===== src/rtl/mul_pkg.sv =====
// Shared types and constants for the RV32M multiply sequencing controller.
//   mul_op_t    : funct3 encodings of the supported multiply operations
//   mul_state_t : controller FSM states
//   mul_cache_t : product cache entry, used when MUL_FUSE_EN is defined
//   sel_word    : picks the architectural result word from a 64-bit product
package mul_pkg;

    localparam int unsigned XLEN           = 32;
    localparam int unsigned PROD_W         = 64;
    localparam int unsigned MUL_CYCLES_MAX = 8;
    localparam int unsigned CNT_W          = $clog2(MUL_CYCLES_MAX);

    typedef enum logic [2:0] {
        MUL_OP_MUL    = 3'b000,
        MUL_OP_MULH   = 3'b001,
        MUL_OP_MULHSU = 3'b010,
        MUL_OP_MULHU  = 3'b011
    } mul_op_t;

    typedef enum logic [1:0] {
        IDLE,
        BUSY,
        DONE
    } mul_state_t;

    typedef struct packed {
        logic [XLEN-1:0]   rs1;
        logic [XLEN-1:0]   rs2;
        logic              s1;
        logic              s2;
        logic [PROD_W-1:0] p;
    } mul_cache_t;

    // MUL returns the low word; every MULH* variant returns the high word.
    function automatic logic [XLEN-1:0] sel_word(input mul_op_t op, input logic [PROD_W-1:0] p);
        return (op == MUL_OP_MUL) ? p[XLEN-1:0] : p[PROD_W-1:XLEN];
    endfunction

endpackage


===== src/rtl/mul_ctrl_if.sv =====
// Request/response handshake bundle between dispatch/writeback and mul_ctrl.
//   req_*  : request channel (valid/ready, funct3, operands, tag)
//   resp_* : response channel (valid/ready, result word, tag)
// Modports: master = dispatch/writeback side, slave = mul_ctrl.
interface mul_ctrl_if
    import mul_pkg::*;
#(
    parameter int unsigned TAG_W = 5
) ();

    logic              req_valid;
    logic              req_ready;
    logic [2:0]        req_funct3;
    logic [XLEN-1:0]   req_rs1;
    logic [XLEN-1:0]   req_rs2;
    logic [TAG_W-1:0]  req_tag;

    logic              resp_valid;
    logic              resp_ready;
    logic [XLEN-1:0]   resp_data;
    logic [TAG_W-1:0]  resp_tag;

    modport master (
        output req_valid, req_funct3, req_rs1, req_rs2, req_tag, resp_ready,
        input  req_ready, resp_valid, resp_data, resp_tag
    );

    modport slave (
        input  req_valid, req_funct3, req_rs1, req_rs2, req_tag, resp_ready,
        output req_ready, resp_valid, resp_data, resp_tag
    );

endinterface


===== src/rtl/mul_sign_fix.sv =====
// Combinational sign handling around the unsigned multiplier tree.
//   op, rs1, rs2        -> mag_a_c, mag_b_c : operand magnitudes fed to the tree
//                       -> s1_c, s2_c       : operand signs for this op
//   prod, neg           -> prod_fix_c       : two's-complement corrected product
//   word_op, word_src   -> word_c           : selected 32-bit result word
module mul_sign_fix
    import mul_pkg::*;
(
    input  mul_op_t            op,
    input  logic [XLEN-1:0]    rs1,
    input  logic [XLEN-1:0]    rs2,
    output logic [XLEN-1:0]    mag_a_c,
    output logic [XLEN-1:0]    mag_b_c,
    output logic               s1_c,
    output logic               s2_c,
    input  logic [PROD_W-1:0]  prod,
    input  logic               neg,
    output logic [PROD_W-1:0]  prod_fix_c,
    input  mul_op_t            word_op,
    input  logic [PROD_W-1:0]  word_src,
    output logic [XLEN-1:0]    word_c
);

    // 0x80000000 negates to itself, which is still the correct unsigned magnitude.
    always_comb begin
        s1_c       = (op == MUL_OP_MULH || op == MUL_OP_MULHSU) ? rs1[XLEN-1] : 1'b0;
        s2_c       = (op == MUL_OP_MULH) ? rs2[XLEN-1] : 1'b0;
        mag_a_c    = s1_c ? (~rs1 + XLEN'(1)) : rs1;
        mag_b_c    = s2_c ? (~rs2 + XLEN'(1)) : rs2;
        prod_fix_c = neg ? (~prod + PROD_W'(1)) : prod;
        word_c     = sel_word(word_op, word_src);
    end

endmodule


===== src/rtl/mul_ctrl.sv =====
// RV32M multiply functional-unit sequencer in front of an external
// combinational 32x32 unsigned tree (treated as a MUL_CYCLES multicycle path).
//   clk, rst      : clock, asynchronous active-high reset
//   flush         : kills any in-flight or held operation
//   bus (slave)   : request/response handshake (mul_ctrl_if)
//   mul_a, mul_b  : registered operand magnitudes to the tree
//   mul_op1sign/2 : tied 0, tree always used unsigned
//   mul_f         : unsigned 64-bit product from the tree
// Optional: define MUL_FUSE_EN for a 1-entry product cache that answers a
// repeated operand pair one cycle after accept.
module mul_ctrl
    import mul_pkg::*;
#(
    parameter int unsigned MUL_CYCLES = 2,
    parameter int unsigned TAG_W      = 5
) (
    input  logic               clk,
    input  logic               rst,
    input  logic               flush,
    mul_ctrl_if.slave          bus,
    output logic [XLEN-1:0]    mul_a,
    output logic [XLEN-1:0]    mul_b,
    output logic               mul_op1sign,
    output logic               mul_op2sign,
    input  logic [PROD_W-1:0]  mul_f
);

    mul_state_t        state;
    mul_state_t        state_d;
    logic [CNT_W-1:0]  cnt;
    logic [CNT_W-1:0]  cnt_d;
    logic              resp_valid_q;
    logic              resp_valid_d;
    logic [XLEN-1:0]   resp_data_q;
    logic [XLEN-1:0]   resp_data_d;
    logic [TAG_W-1:0]  tag_q;
    logic              neg_q;
    mul_op_t           op_q;

    logic              req_ready_c;
    logic              load_c;
    logic              finish_c;
    mul_op_t           req_op_c;
    logic [XLEN-1:0]   mag_a_c;
    logic [XLEN-1:0]   mag_b_c;
    logic              s1_c;
    logic              s2_c;
    logic [PROD_W-1:0] prod_fix_c;
    logic [PROD_W-1:0] word_src_c;
    logic [XLEN-1:0]   word_c;
    logic              hit_c;
    logic              hit_q;
    logic [PROD_W-1:0] cache_p_c;

    assign req_op_c    = mul_op_t'(bus.req_funct3);
    assign req_ready_c = !flush && ((state == IDLE) || (state == DONE && bus.resp_ready));

    assign bus.req_ready  = req_ready_c;
    assign bus.resp_valid = resp_valid_q;
    assign bus.resp_data  = resp_data_q;
    assign bus.resp_tag   = tag_q;
    assign mul_op1sign    = 1'b0;
    assign mul_op2sign    = 1'b0;

    // A cache hit replaces the tree output; the cached product is already sign-corrected.
    assign word_src_c = hit_q ? cache_p_c : prod_fix_c;

    mul_sign_fix u_sign_fix (
        .op         (req_op_c),
        .rs1        (bus.req_rs1),
        .rs2        (bus.req_rs2),
        .mag_a_c    (mag_a_c),
        .mag_b_c    (mag_b_c),
        .s1_c       (s1_c),
        .s2_c       (s2_c),
        .prod       (mul_f),
        .neg        (neg_q),
        .prod_fix_c (prod_fix_c),
        .word_op    (op_q),
        .word_src   (word_src_c),
        .word_c     (word_c)
    );

    // State register.
    always_ff @(posedge clk or posedge rst) begin
        if (rst) begin
            state <= IDLE;
        end else begin
            state <= state_d;
        end
    end

    // Next state, counter and response; flush overrides everything.
    always_comb begin
        state_d      = state;
        cnt_d        = cnt;
        resp_valid_d = resp_valid_q;
        resp_data_d  = resp_data_q;
        load_c       = 1'b0;
        finish_c     = 1'b0;
        if (flush) begin
            state_d      = IDLE;
            cnt_d        = '0;
            resp_valid_d = 1'b0;
        end else begin
            unique case (state)
                IDLE: begin
                    if (bus.req_valid) begin
                        load_c = 1'b1;
                    end
                end
                BUSY: begin
                    if (cnt == '0) begin
                        finish_c     = 1'b1;
                        resp_valid_d = 1'b1;
                        resp_data_d  = word_c;
                        state_d      = DONE;
                    end else begin
                        cnt_d = cnt - CNT_W'(1);
                    end
                end
                DONE: begin
                    if (bus.resp_ready) begin
                        resp_valid_d = 1'b0;
                        state_d      = IDLE;
                        if (bus.req_valid) begin
                            load_c = 1'b1;
                        end
                    end
                end
                default: begin
                    state_d = IDLE;
                end
            endcase
            // A hit only needs the single BUSY cycle that reads the cache.
            if (load_c) begin
                state_d = BUSY;
                cnt_d   = hit_c ? '0 : CNT_W'(MUL_CYCLES - 1);
            end
        end
    end

    // Operand, tag and response registers.
    always_ff @(posedge clk or posedge rst) begin
        if (rst) begin
            cnt          <= '0;
            resp_valid_q <= 1'b0;
            resp_data_q  <= '0;
            tag_q        <= '0;
            mul_a        <= '0;
            mul_b        <= '0;
            neg_q        <= 1'b0;
            op_q         <= MUL_OP_MUL;
        end else begin
            cnt          <= cnt_d;
            resp_valid_q <= resp_valid_d;
            resp_data_q  <= resp_data_d;
            if (load_c) begin
                mul_a <= mag_a_c;
                mul_b <= mag_b_c;
                neg_q <= s1_c ^ s2_c;
                op_q  <= req_op_c;
                tag_q <= bus.req_tag;
            end
        end
    end

`ifdef MUL_FUSE_EN
    mul_cache_t       cache_q;
    logic             cache_vld;
    logic [XLEN-1:0]  rs1_q;
    logic [XLEN-1:0]  rs2_q;
    logic             s1_q;
    logic             s2_q;

    // The low word is sign-independent, so MUL hits regardless of the cached sign pair.
    assign hit_c = cache_vld
                && (bus.req_rs1 == cache_q.rs1)
                && (bus.req_rs2 == cache_q.rs2)
                && (((s1_c == cache_q.s1) && (s2_c == cache_q.s2)) || (req_op_c == MUL_OP_MUL));
    assign cache_p_c = cache_q.p;

    // Product cache, refreshed by every completion that went through the tree.
    always_ff @(posedge clk or posedge rst) begin
        if (rst) begin
            cache_q   <= '0;
            cache_vld <= 1'b0;
            hit_q     <= 1'b0;
            rs1_q     <= '0;
            rs2_q     <= '0;
            s1_q      <= 1'b0;
            s2_q      <= 1'b0;
        end else begin
            if (load_c) begin
                hit_q <= hit_c;
                rs1_q <= bus.req_rs1;
                rs2_q <= bus.req_rs2;
                s1_q  <= s1_c;
                s2_q  <= s2_c;
            end
            if (flush) begin
                cache_vld <= 1'b0;
            end else if (finish_c && !hit_q) begin
                cache_q   <= '{rs1: rs1_q, rs2: rs2_q, s1: s1_q, s2: s2_q, p: prod_fix_c};
                cache_vld <= 1'b1;
            end
        end
    end
`else
    assign hit_c     = 1'b0;
    assign hit_q     = 1'b0;
    assign cache_p_c = '0;
`endif

endmodule


===== src/flat_wrapper.sv =====
// flat-port wrapper written by rule: the top's interface ports become plain ports
module mul_ctrl_flat import mul_pkg::*;
#(
    parameter int unsigned MUL_CYCLES = 2,
    parameter int unsigned TAG_W      = 5
)
  (clk, rst, flush, mul_a, mul_b, mul_op1sign, mul_op2sign, mul_f, bus_req_valid, bus_req_funct3, bus_req_rs1, bus_req_rs2, bus_req_tag, bus_resp_ready, bus_req_ready, bus_resp_valid, bus_resp_data, bus_resp_tag);
  mul_ctrl_if #(.TAG_W(TAG_W)) bus_i ();
  input  logic clk;
  input  logic rst;
  input  logic flush;
  output logic [XLEN-1:0] mul_a;
  output logic [XLEN-1:0] mul_b;
  output logic mul_op1sign;
  output logic mul_op2sign;
  input  logic [PROD_W-1:0] mul_f;
  input wire logic [$bits(bus_i.req_valid)-1:0] bus_req_valid;
  input wire logic [$bits(bus_i.req_funct3)-1:0] bus_req_funct3;
  input wire logic [$bits(bus_i.req_rs1)-1:0] bus_req_rs1;
  input wire logic [$bits(bus_i.req_rs2)-1:0] bus_req_rs2;
  input wire logic [$bits(bus_i.req_tag)-1:0] bus_req_tag;
  input wire logic [$bits(bus_i.resp_ready)-1:0] bus_resp_ready;
  output wire logic [$bits(bus_i.req_ready)-1:0] bus_req_ready;
  output wire logic [$bits(bus_i.resp_valid)-1:0] bus_resp_valid;
  output wire logic [$bits(bus_i.resp_data)-1:0] bus_resp_data;
  output wire logic [$bits(bus_i.resp_tag)-1:0] bus_resp_tag;
  assign bus_i.req_valid = bus_req_valid;
  assign bus_i.req_funct3 = bus_req_funct3;
  assign bus_i.req_rs1 = bus_req_rs1;
  assign bus_i.req_rs2 = bus_req_rs2;
  assign bus_i.req_tag = bus_req_tag;
  assign bus_i.resp_ready = bus_resp_ready;
  assign bus_req_ready = bus_i.req_ready;
  assign bus_resp_valid = bus_i.resp_valid;
  assign bus_resp_data = bus_i.resp_data;
  assign bus_resp_tag = bus_i.resp_tag;
  mul_ctrl #(.MUL_CYCLES(MUL_CYCLES), .TAG_W(TAG_W)) u_core (.clk(clk), .rst(rst), .flush(flush), .bus(bus_i), .mul_a(mul_a), .mul_b(mul_b), .mul_op1sign(mul_op1sign), .mul_op2sign(mul_op2sign), .mul_f(mul_f));
endmodule

===== config.mk =====
export PLATFORM = sky130hd
export DESIGN_NAME = mul_ctrl_flat
export DESIGN_NICKNAME = d
export VERILOG_FILES = /design/src/rtl/mul_pkg.sv /design/src/rtl/mul_ctrl_if.sv /design/src/rtl/mul_sign_fix.sv /design/src/rtl/mul_ctrl.sv /design/src/flat_wrapper.sv
export SDC_FILE = /design/constraint.sdc
export NUM_CORES = 1
export LEC_CHECK = 0
export BUFFER_PORTS_ARGS = -buffer_cell sky130_fd_sc_hd__buf_2
export CORE_MARGIN = 5
export CORE_UTILIZATION = 40
export CTS_CLUSTER_SIZE = 16
export DETAILED_ROUTE_END_ITERATION = 16
export PLACE_DENSITY_LB_ADDON = 0.12
export SETUP_SLACK_MARGIN = 0.05
export SLEW_MARGIN = 30
export SYNTH_ARGS = -nofsm -noshare
export SYNTH_HDL_FRONTEND = slang
export SYNTH_SLANG_ARGS = --single-unit
export TNS_END_PERCENT = 50

===== constraint.sdc =====
create_clock -name clk -period 5.3 [get_ports clk]
set_clock_uncertainty 0.1 [all_clocks]
set_input_delay 0.265 -clock clk [delete_from_list [all_inputs] [get_ports clk]]
set_output_delay 0.265 -clock clk [all_outputs]
set_load 0.05 [all_outputs]

==> Yosys cells after proc, flatten, opt, wreduce, memory -nomap -nowiden <==
Index checks and enable logic that the tools add are counted.
{ "totals": {"regBits": 111, "input_bits": 141, "wordCells": 66} }
{ "classes": {"add_sub_neg": 4, "eq_ne": 10, "muxes": 24, "n_bitwise": 5, "n_reduce_logical": 14} }
{ "op_table": {"columns": ["operator", "count"], "rows": [
  ["32-bit two-way mux", 3],
  ["32-bit by 1-bit adder with 32-bit output (second input constant)", 2],
  ["64-bit by 1-bit adder with 64-bit output (second input constant)", 1],
  ["64-bit two-way mux", 1],
  ["32-bit NOT", 2],
  ["64-bit NOT", 1],
  ["3-bit two-way mux", 4],
  ["1-bit two-way mux", 9],
  ["3-bit != test (second input constant)", 3],
  ["3-bit AND reduction", 3],
  ["2-bit two-way mux", 4],
  ["3-bit logical NOT", 2],
  ["2-bit one-hot mux with 3 select lines", 1],
  ["3-bit nonzero test", 2],
  ["4-bit by 2-bit != test with 1-bit output (second input constant)", 1],
  ["4-bit != test (second input constant)", 1],
  ["1-bit one-hot mux with 2 select lines", 2],
  ["3-bit by 1-bit equality test with 1-bit output (second input constant)", 1],
  ["3-bit by 2-bit equality test with 1-bit output (second input constant)", 1],
  ["3-bit by 2-bit != test with 1-bit output (second input constant)", 1],
  ["3-bit by 1-bit subtractor with 3-bit output (second input constant)", 1],
  ["2-bit by 1-bit equality test with 1-bit output (second input constant)", 1],
  ["2-bit equality test (second input constant)", 1],
  ["1-bit logical AND", 2],
  ["other kinds (6)", 7]
]} }

==> Longest topological paths before layout <==
{ "depth": {"depth_word": 6, "mapped_depth": 9, "ltp_nobuf": 9} }

==> Cells and area by module <==
From an unflattened synthesis, not the netlist that was laid out.
{ "unflattened": {"hier_cells": 732, "area_unflattened_um2": 7682.4} }
{ "modules_own_cells": {"columns": ["mod", "instances", "cells_each", "area_per_inst_um2", "seq_area_each_um2"], "rows": [
  ["mul_ctrl", 1, 262, 4307.9, 2777.7],
  ["mul_sign_fix", 1, 470, 3374.5, 0.0]
]} }

==> Worst setup path after synthesis <==
No wires, ideal clock.
{ "synth_timing": {"path_kind": "input-to-reg", "start": "in mul_f[29]", "end": "reg u_core.resp_data_q[11], in the netlist u_core.bus.resp_data[11]", "setup_time_ns": 0.068, "arrival_ns": 2.256, "path_slack_ns": 2.875, "stages": 7, "path_buffers": 1, "path_cell_list": "clkbuf_1 or4_1 nor2_1 nand4_1 or4_1 a2111o_1 nand3_1"} }
{ "synth_via": {"elab_chain_len": 4} }
{ "synth_lines": {"columns": ["element", "line_no", "rtl"], "rows": [
  ["from (decl)", "flat_wrapper.sv:16", "input logic [PROD_W-1:0] mul_f;"],
  ["64-bit NOT", "mul_sign_fix.sv:30", "prod_fix_c = neg ? (~prod + PROD_W'(1)) : prod;"],
  ["64-bit by 1-bit adder with 64-bit output", "mul_sign_fix.sv:30", null],
  ["64-bit two-way mux", "mul_sign_fix.sv:30", null],
  ["32-bit two-way mux", "mul_pkg.sv:36", "return (op == MUL_OP_MUL) ? p[XLEN-1:0] : p[PROD_W-1:XLEN];"],
  ["to (signal assigned)", "mul_ctrl.sv:157", "resp_data_q <= resp_data_d;"],
  ["to (decl)", "mul_ctrl.sv:34", "logic [XLEN-1:0] resp_data_q;"]
]} }
No other way between the ends.
A chain may end at the register's enable or synchronous reset.

==> Worst setup path after layout <==
{ "layout_timing": {"start": "in mul_f[12]", "end": "reg u_core.resp_data_q[10], in the netlist u_core.bus.resp_data[10]"} }
The elaborated chain is that of the path after synthesis.

==> out/metrics.yaml <==
cts_tree: "built"
cts_made_buffers: 9
hpwl_um: 18600
final.period_utilization_pct: 48.7
coreArea_mm2: 0.0180
clk_latency_ns: 0.35
rsz0062_at_grt: "no"
fin_hold_ws_ns: 0.0204
holdCritPathClass: "input port to register"
relSlewSlack_pct: 42.0
leakage_nw: 4.02
cts_max_level: 3
start_util_pct: 40.9
power.share.switching_pct: 48.0
p_switching_mw: 1.75
die_area_mm2: 0.0212
post_synth_main_area_contributors: "dfrtp_1 (38%), nand2_1 (8.8%), xnor2_1 (6.4%)"
fin_tns_setup_ns: 0
gp_congestion: 0.890
fmax_ghz: 0.387
cap_violations: 0
fin_cells: 1360
synth-seq-area-share_pct: 37.7
ys.flop_type: "dfrtp_1"
io_buffers: 243
grt_max_degree: 71
hold_viol_final: 0
row_count: 49
first_iter_violations: 467
ctsResizeCount: 0
fp.dieH_um: 146
grt_pass1_vias: 7255
wl_um: 24700
p_clk_share_pct: 20.1
areaGrowthSynthToFinish_pct: 23.9
cts_sinks: 111
path_clk_slew_ns: 0.07
p_comb_share_pct: 46.7
async_reset_ff_share_pct: 100
synth_edf_count: 0
dr.pass1.iters: 7
drive_gt1_share_pct: 25.7
antenna_found_initial: 1
worstPathMaxFanout: 8
synth_warnings: 0
grt_pass1_wl_um: 39300
grt_overflow: 0
syn_area_per_cell_um2: 8.15
slew_viol_final: 0
min_period_ns: 2.58
power.internal_mw: 1.89
syn_inst: 905
yosys.area.top_type: "dfrtp_1"
setup_viol: 0
io_pins: 246
place_area_mm2: 0.00877
dpl_worst_slack_ns: 2.41
dp_cells: 1338
postLayoutCellArea_mm2: 0.00913
die-width_um: 146
avgRoutedWirePerCell_um: 18.1
seqPwrFrac_pct: 33.3
power.density_mw_per_mm2: 398
yosysTopAreaCellShare_pct: 37.7
nets: 1271
drtAntennaViolNets: 0
vias_per_cell: 5.40
cts_root_buf: "clkbuf_16"
max-vdd-ir-drop_uv: 217
post-route-drc-count: 0
worst_pin_slew_ns: 0.863
path_class: "input port to register"
grt_usage_pct: 22.6
ys_ff_latch: 111
vias: 7349
setup.worst_path.end_class: "register"
syn_area_mm2: 0.00737
clk_path_buf_depth: 2
fin_ws_ns: 2.72
critical_path_arrival_ns: 2.73
worstPathRequired_ns: 5.44
status: "completed"
start_kind: "input port"
yosysUniqueCellTypes: 58
==> kinds of logic after synthesis <==
family | count (synthesis) | share of synthesized area [%]
simple gates | 379 | 25.4
mux | 5 | 0.679
fa+ha+maj | 5 | 0.849
flops | 111 | 37.7
compound gates | 235 | 19.5
buf+inv | 63 | 3.31
xor+xnor | 106 | 12.6
other cells | 1 | 0.0509
==> through the flow <==
| stage | power, mW | util, % |
|---|---|---|
| global placement | 2.93 | 48.6 |
| CTS | 3.68 | 50.6 |
| global route | 3.84 | 50.6 |
| detailed placement | 2.93 | 48.6 |
| floorplan | 2.44 | - |
| finish | 3.64 | 50.7 |
==> layout make-up <==
class | instances | area, um^2
diodes | 2 | 5.00
clock buffers | 13 | 270
clock inverters | 2 | 38.8
fillers | 1827 | 8890
inverters | 16 | 62.6
multi-input cells | 732 | 4370
flip-flops and latches | 111 | 2780
well taps | 229 | 287
repair buffers | 255 | 1320
==> layout by cell type, fill, tap and decap left out, drive strengths merged, types with 16 or more instances in the layout <==
cell type,instances
buf,250
nand2,172
dfrtp,111
o21ai,107
nor2,56
xnor2,54
xor2,52
a21oi,45
nor3,35
o31ai,31
or4,19
o41ai,18
nand3,17
inv,16
or3,16
nor4,16
==> worst max-delay path: stages <==
cell and delay (ns):
buf_2 0.11, or3_1 0.49, nor3_1 0.49, nand4_1 0.51
o41ai_1 0.55, xnor2_1 0.12, o21ai_1 0.12, nand2_1 0.06
==> power groups by stage <==
stage / combinational (mW) / sequential [mW] / clock [mW]
final: 1.70 / 1.21 / 0.730
after floorplan: 0.449 / 1.99 / 0
after global placement: 1.70 / 1.22 / 0
after global routing: 1.82 / 1.24 / 0.786
after CTS: 1.71 / 1.21 / 0.752
after detailed placement: 1.71 / 1.22 / 0
==> what timing repair did <==
action	CTS	global route
hold buffers	5	0
setup buffers	0	0
endpoints found under the hold margin	23	0
==> state kept, by name, summed over array words and instances, names as in the netlist <==
signal / flops
u_core.neg_q: 1
u_core.bus.resp_valid: 1
u_core.mul_a: 32
u_core.op_q: 3
u_core.cnt: 3
u_core.bus.resp_tag: 5
u_core.state: 2
u_core.bus.resp_data: 32
u_core.mul_b: 32
==> Yosys cell counts (4+ instances only) <==
library cell,number
a211oi_1,4
a21oi_1,45
a31oi_1,5
and2_1,5
clkbuf_1,42
dfrtp_1,111
ha_1,5
inv_1,16
mux2i_1,5
nand2_1,172
nand2b_1,11
nand3_1,17
nand4_1,5
nor2_1,56
nor3_1,33
nor4_1,12
o21ai_0,91
o21ai_1,16
o221ai_1,9
o31ai_1,31
o41ai_1,17
or2_2,5
or3_1,16
or4_1,16
xnor2_1,54
xor2_1,52
==> final timing paths <==
path / from / slack, ns / endpoint / cells past startpoint
hold / removal: bus_req_tag[1] / 0.02 / u_core.bus.resp_tag[1] / 3
setup / recovery: mul_f[12] / 2.72 / u_core.bus.resp_data[10] / 8
setup reg to reg: u_core.cnt[0] / 2.83 / u_core.bus.resp_data[31] / 8
hold reg to reg: u_core.mul_a[12] / 0.37 / u_core.mul_a[12] / 2
min in group asynchronous: rst / 0.52 / u_core.bus.resp_valid / 3
max in group asynchronous: rst / 3.39 / u_core.mul_b[9] / 4
==> layer usage <==
layer	GRT usage (%)	share of wire [%]	vias to the layer above
met5	0	0.028	-
met4	6.95	2.2	2
met3	6.60	8.5	40
met2	37.1	47	266
met1	28.8	43	3379
li1	-	-	3662
Note: power is estimated with default switching activity, not from simulation.
